<file path="config.mk">
export PLATFORM = sky130hd
export DESIGN_NAME = program_sequencer
export DESIGN_NICKNAME = d
export VERILOG_FILES = /design/src/rtl/cpu_pkg.sv /design/src/rtl/run_cycle_counter.sv /design/src/rtl/program_sequencer.sv
export SDC_FILE = /design/constraint.sdc
export NUM_CORES = 1
export LEC_CHECK = 0
export ABC_CLOCK_PERIOD_IN_PS = 4000
export BUFFER_PORTS_ARGS = -buffer_cell sky130_fd_sc_hd__buf_2
export CORE_UTILIZATION = 40
export CTS_BUF_LIST = sky130_fd_sc_hd__clkbuf_8
export DETAILED_ROUTE_END_ITERATION = 10
export PLACE_DENSITY = 0.74
export SETUP_SLACK_MARGIN = 0.2
export SLEW_MARGIN = 30
export SYNTH_ARGS = -nofsm -noshare
export SYNTH_HDL_FRONTEND = slang
export SYNTH_SLANG_ARGS = --single-unit
export TNS_END_PERCENT = 30
</file>
<file path="constraint.sdc">
create_clock -name clk -period 4 [get_ports clk]
set_clock_uncertainty 0.2 [all_clocks]
set_input_delay 0.2 -clock clk [delete_from_list [all_inputs] [get_ports clk]]
set_output_delay 0.2 -clock clk [all_outputs]
set_load 0.02 [all_outputs]
</file>
<file path="src/rtl/cpu_pkg.sv">
// Shared types and constants for the CPU run controller: sequencer states,
// the halt opcode, default widths and the program base-address lookup.
package cpu_pkg;

    localparam int unsigned DEF_PC_W    = 10;
    localparam int unsigned DEF_INSTR_W = 9;
    localparam int unsigned DEF_CNT_W   = 16;

    localparam logic [8:0] HALT_INSTR = 9'b010000000;

    typedef enum logic [2:0] {
        IDLE     = 3'd0,
        LOAD     = 3'd1,
        RUN      = 3'd2,
        DONE     = 3'd3,
        FINISHED = 3'd4
    } seq_state_t;

    function automatic int unsigned prog_base(
        input logic [1:0]  idx,
        input int unsigned base0,
        input int unsigned base1,
        input int unsigned base2
    );
        case (idx)
            2'd0:    return base0;
            2'd1:    return base1;
            default: return base2;
        endcase
    endfunction

endpackage

</file>
<file path="src/rtl/run_cycle_counter.sv">
// Saturating count of RUN cycles with a watchdog terminal flag that is raised
// one cycle before the limit is reached.
module run_cycle_counter #(
    parameter int unsigned CNT_W      = 16,
    parameter int unsigned MAX_CYCLES = 65535
) (
    input  logic             clk,
    input  logic             reset,
    input  logic             clear,
    input  logic             enable,
    output logic [CNT_W-1:0] count,
    output logic             terminal
);

    logic [CNT_W-1:0] count_q;
    logic [CNT_W-1:0] count_d;

    always_comb begin
        count_d = count_q;
        if (clear) begin
            count_d = '0;
        end else if (enable && (count_q != {CNT_W{1'b1}})) begin
            count_d = count_q + 1'b1;
        end
    end

    always_ff @(posedge clk) begin
        if (!reset) begin
            count_q <= '0;
        end else begin
            count_q <= count_d;
        end
    end

    assign count    = count_q;
    assign terminal = (count_q == CNT_W'(MAX_CYCLES - 1));

endmodule

</file>
<file path="src/rtl/program_sequencer.sv">
// Run controller for the single-cycle CPU: start/done handshake, PC base load,
// execution enable, halt detection and run-cycle watchdog for three programs.
module program_sequencer
    import cpu_pkg::*;
#(
    parameter int unsigned PC_W       = DEF_PC_W,
    parameter int unsigned INSTR_W    = DEF_INSTR_W,
    parameter int unsigned NUM_PROGS  = 3,
    parameter int unsigned PROG0_BASE = 0,
    parameter int unsigned PROG1_BASE = 256,
    parameter int unsigned PROG2_BASE = 512,
    parameter int unsigned CNT_W      = DEF_CNT_W,
    parameter int unsigned MAX_CYCLES = 65535
) (
    input  logic               clk,
    input  logic               reset,
    input  logic               start,
    input  logic [INSTR_W-1:0] instruction,
    output logic               cpu_en,
    output logic               pc_load,
    output logic [PC_W-1:0]    pc_load_value,
    output logic [1:0]         prog_idx,
    output logic               done,
    output logic               all_done,
    output logic               timeout,
    output logic [CNT_W-1:0]   run_cycles
);

    seq_state_t      state_q, state_d;
    logic            start_q;
    logic            pc_load_q, pc_load_d;
    logic [PC_W-1:0] pc_load_value_q, pc_load_value_d;
    logic [1:0]      prog_idx_q, prog_idx_d;
    logic            done_q, done_d;
    logic            all_done_q, all_done_d;
    logic            timeout_q, timeout_d;

    logic fall;
    logic halt_cond;
    logic run_terminal;
    logic cnt_clear;
    logic cnt_enable;

    assign fall      = start_q & ~start;
    assign halt_cond = (instruction == INSTR_W'(HALT_INSTR));

    always_comb begin
        // NOTE: every variable gets a default before the case so no path leaves it unassigned (no latch).
        state_d         = state_q;
        pc_load_d       = 1'b0;
        pc_load_value_d = pc_load_value_q;
        prog_idx_d      = prog_idx_q;
        done_d          = done_q;
        all_done_d      = all_done_q;
        timeout_d       = timeout_q;
        cnt_clear       = 1'b0;
        cnt_enable      = 1'b0;

        case (state_q)
            IDLE: begin
                if (fall) begin
                    state_d         = LOAD;
                    pc_load_d       = 1'b1;
                    pc_load_value_d = PC_W'(prog_base(prog_idx_q, PROG0_BASE, PROG1_BASE, PROG2_BASE));
                end
            end
            LOAD: begin
                state_d   = RUN;
                cnt_clear = 1'b1;
                timeout_d = 1'b0;
            end
            RUN: begin
                cnt_enable = 1'b1;
                // Halt wins over the watchdog, so a halt on the last allowed cycle is not a timeout.
                if (halt_cond) begin
                    state_d = DONE;
                    done_d  = 1'b1;
                end else if (run_terminal) begin
                    state_d   = DONE;
                    done_d    = 1'b1;
                    timeout_d = 1'b1;
                end
            end
            DONE: begin
                if (start) begin
                    done_d = 1'b0;
                    if (prog_idx_q == 2'(NUM_PROGS - 1)) begin
                        all_done_d = 1'b1;
                        state_d    = FINISHED;
                    end else begin
                        prog_idx_d = prog_idx_q + 2'd1;
                        state_d    = IDLE;
                    end
                end
            end
            FINISHED: begin
                state_d = FINISHED;
            end
            default: begin
                state_d = IDLE;
            end
        endcase
    end

    always_ff @(posedge clk) begin
        // NOTE: sequential state uses non-blocking assignments so all flops update together at the edge.
        if (!reset) begin
            state_q         <= IDLE;
            start_q         <= 1'b0;
            pc_load_q       <= 1'b0;
            pc_load_value_q <= '0;
            prog_idx_q      <= 2'd0;
            done_q          <= 1'b0;
            all_done_q      <= 1'b0;
            timeout_q       <= 1'b0;
        end else begin
            state_q         <= state_d;
            start_q         <= start;
            pc_load_q       <= pc_load_d;
            pc_load_value_q <= pc_load_value_d;
            prog_idx_q      <= prog_idx_d;
            done_q          <= done_d;
            all_done_q      <= all_done_d;
            timeout_q       <= timeout_d;
        end
    end

    run_cycle_counter #(
        .CNT_W      (CNT_W),
        .MAX_CYCLES (MAX_CYCLES)
    ) u_run_cycle_counter (
        .clk      (clk),
        .reset    (reset),
        .clear    (cnt_clear),
        .enable   (cnt_enable),
        .count    (run_cycles),
        .terminal (run_terminal)
    );

    assign cpu_en        = (state_q == RUN) && !halt_cond;
    assign pc_load       = pc_load_q;
    assign pc_load_value = pc_load_value_q;
    assign prog_idx      = prog_idx_q;
    assign done          = done_q;
    assign all_done      = all_done_q;
    assign timeout       = timeout_q;

endmodule
</file>
==> metrics.cfg <==
[clock_network]
clk_path_buf_depth=2
htreeDepth=1
clk_pin_slew_worst_paths_ns=0.10
cts_buffers=3
cts_setup_buffers=0
clk_latency_ns=0.27
cts_num_sinks=28
cts_tree=built
cts_root_buf=clkbuf_8

[placed_design]
place_congestion=0.740
dp_hpwl_mm=2.33
portBuffers=36

[grt]
grt_pass1_wl_mm=5.34
grt_pass1_vias=1142
antenna_found_initial=0
overflow=0
track_usage_pct=16.5
grt_max_degree=16

[floorplanning]
row_count=21
start_util_pct=43.3
die_x_um=63.3
core_mm2=0.00347
ios=45
dieHeight_um=63.3
die_area_mm2=0.00400

[logic_synthesis]
seq_area_frac_synth_pct=37.3
synth_flop_cell=dfxtp_1
ys_types=44
synth_seq_cells=28
synth-async-reset-ratio_pct=0
synthCells=173
avgSynthCellArea_um2=8.68
synthesis.area_mm2=0.00150
synth_warnings=0
synth_edf_count=0

[setup_path]
startpoint_type=flop
worstSetupPathType=flop to flop
arrival_ns=2.57
cp.required_ns=4.00
crit_fanout=10
critical_path.endpoint_type=flop

[layout]
multi_input_area_um2=832
nFillCells=362
layout_commonest_cell=buf_2
drive_gt1_share_pct=21.0
ff_latch_area_um2=561
final_cell_mix=36 x buf_2, 28 x dfxtp_1, 13 x a21oi_1, 11 x nand2_1, 11 x nor2_1
syn_to_final_growth_pct=15.2
fin_nets=224
n_antenna_cell=0

[detailed_routing]
vias_per_cell=5.39
wl_mm=3.21
wl_per_cell_um=12.8
initialDrtViolationCount=71
drc=0
vias=1353
detail-route-antenna-nets=0
first_pass_iters=4

[timing]
tightest_slew_ns=0.652
hold_viol_final=0
slew_headroom_pct=56.2
fmax_mhz=389
setup_tns_ns=0
period_needed_ns=2.57
hold_slack_ns=0.0259
period_share_pct=64.2
final-setup-viol-count=0
slew_viol_final=0
rsz0062_at_grt=no

[power_and_ir_drop]
ir_drop_mv=0.199
leakagePower_nw=0.698
powerDensity_mw_per_mm2=291

[run_status]
status=finished clean

[flow_run]
maxCapViolations=0

[worst_hold_path]
hold_class=primary input to flop

==> logic make-up after synthesis <==
group / share of synthesized area (%)
other: 0.250
AO/OA/AOI/OAI: 18.7
XOR/XNOR: 0.583
buffers and inverters: 9.00
AND/OR/NAND/NOR: 25.8
adder cells (fa/ha/maj): 5.00
flip-flops: 37.3
multiplexers: 3.33
==> through the flow <==
step	total power [mW]	setup WS (ns)	util, %	area, µm²	cells
floorplan	0.330	1.59	-	1530	180
global placement	0.335	1.52	48.0	1660	246
detailed placement	0.336	1.46	48.0	1660	246
CTS	0.508	1.45	49.9	1730	251
global route	0.521	1.31	49.9	1730	251
finish	0.504	1.43	49.9	1730	251
==> state kept, by name (all words and copies together) (netlist names) <==
register	flops
pc_load	1
state_q	3
pc_load_value	2
u_run_cycle_counter.count	16
all_done	1
prog_idx	2
start_q	1
done	1
timeout	1
==> power by group <==
part           leakage, nW  total, mW  switching, mW  internal [mW]
combinational        0.443     0.0431         0.0283         0.0148
clock               0.0288      0.174         0.0855         0.0880
sequential           0.226      0.287        0.00537          0.282
total                0.698      0.504          0.119          0.385
==> per-layer routing <==
| layer | part of all wire [%] | wire length (µm) | GRT usage, % |
|---|---|---|---|
| met3 | 3.8 | 122 | 2.54 |
| met2 | 44 | 1420 | 25.1 |
| met5 | 0 | 0 | 0 |
| met4 | 0.72 | 23 | 5.40 |
| met1 | 51 | 1640 | 23.6 |
==> cell type report <==
class	instances	share of cell area (%)
tap	46	3.33
sequential	28	32.4
inverter	7	1.52
multi-input combinational	128	48.1
timing repair buffer	38	11.4
clock buffer	4	3.18
==> cell usage after synthesis (all sizes together) (2+ instances only) <==
master / n / area share, %
nor4: 4 / 1.7
nand3: 4 / 1.3
nand2b: 2 / 0.83
o32ai: 2 / 1.2
a2111o: 2 / 1.5
or3: 4 / 1.7
and2: 3 / 1.3
or4: 8 / 4.0
clkbuf: 5 / 1.3
nand2: 11 / 2.8
o21ai: 5 / 1.7
buf: 12 / 5.9
inv: 7 / 1.8
a21oi: 13 / 4.3
nand4: 3 / 1.3
and4: 3 / 1.8
nor2b: 4 / 1.7
mux2i: 5 / 3.3
and3: 3 / 1.3
nor2: 11 / 2.8
o31ai: 7 / 3.5
a31oi: 2 / 0.83
ha: 6 / 5.0
dfxtp: 28 / 37
a2111oi: 2 / 1.2
nor3b: 2 / 1.0
==> worst max-delay path: stages (launching register included) <==
cell and delay (ns):
dfxtp_1 0.48, or3b_1 0.50, or4_1 0.68, or4_1 0.50, a21oi_1 0.14
==> final timing paths <==
kind / slack, ns / startpoint / endpoint / depth (start not counted)
max: 1.43 / state_q[1] / u_run_cycle_counter.count[13] / 4
min: 0.03 / reset / state_q[2] / 2
max reg2reg: 1.43 / state_q[1] / u_run_cycle_counter.count[13] / 4
min reg2reg: 0.30 / u_run_cycle_counter.count[7] / u_run_cycle_counter.count[7] / 1
==> repair_timing <==
action,CTS,global route
hold buffers,1,0
gates resized for setup,0,0
hold endpoints to repair,1,0
Power figures use the tool's default switching activity.
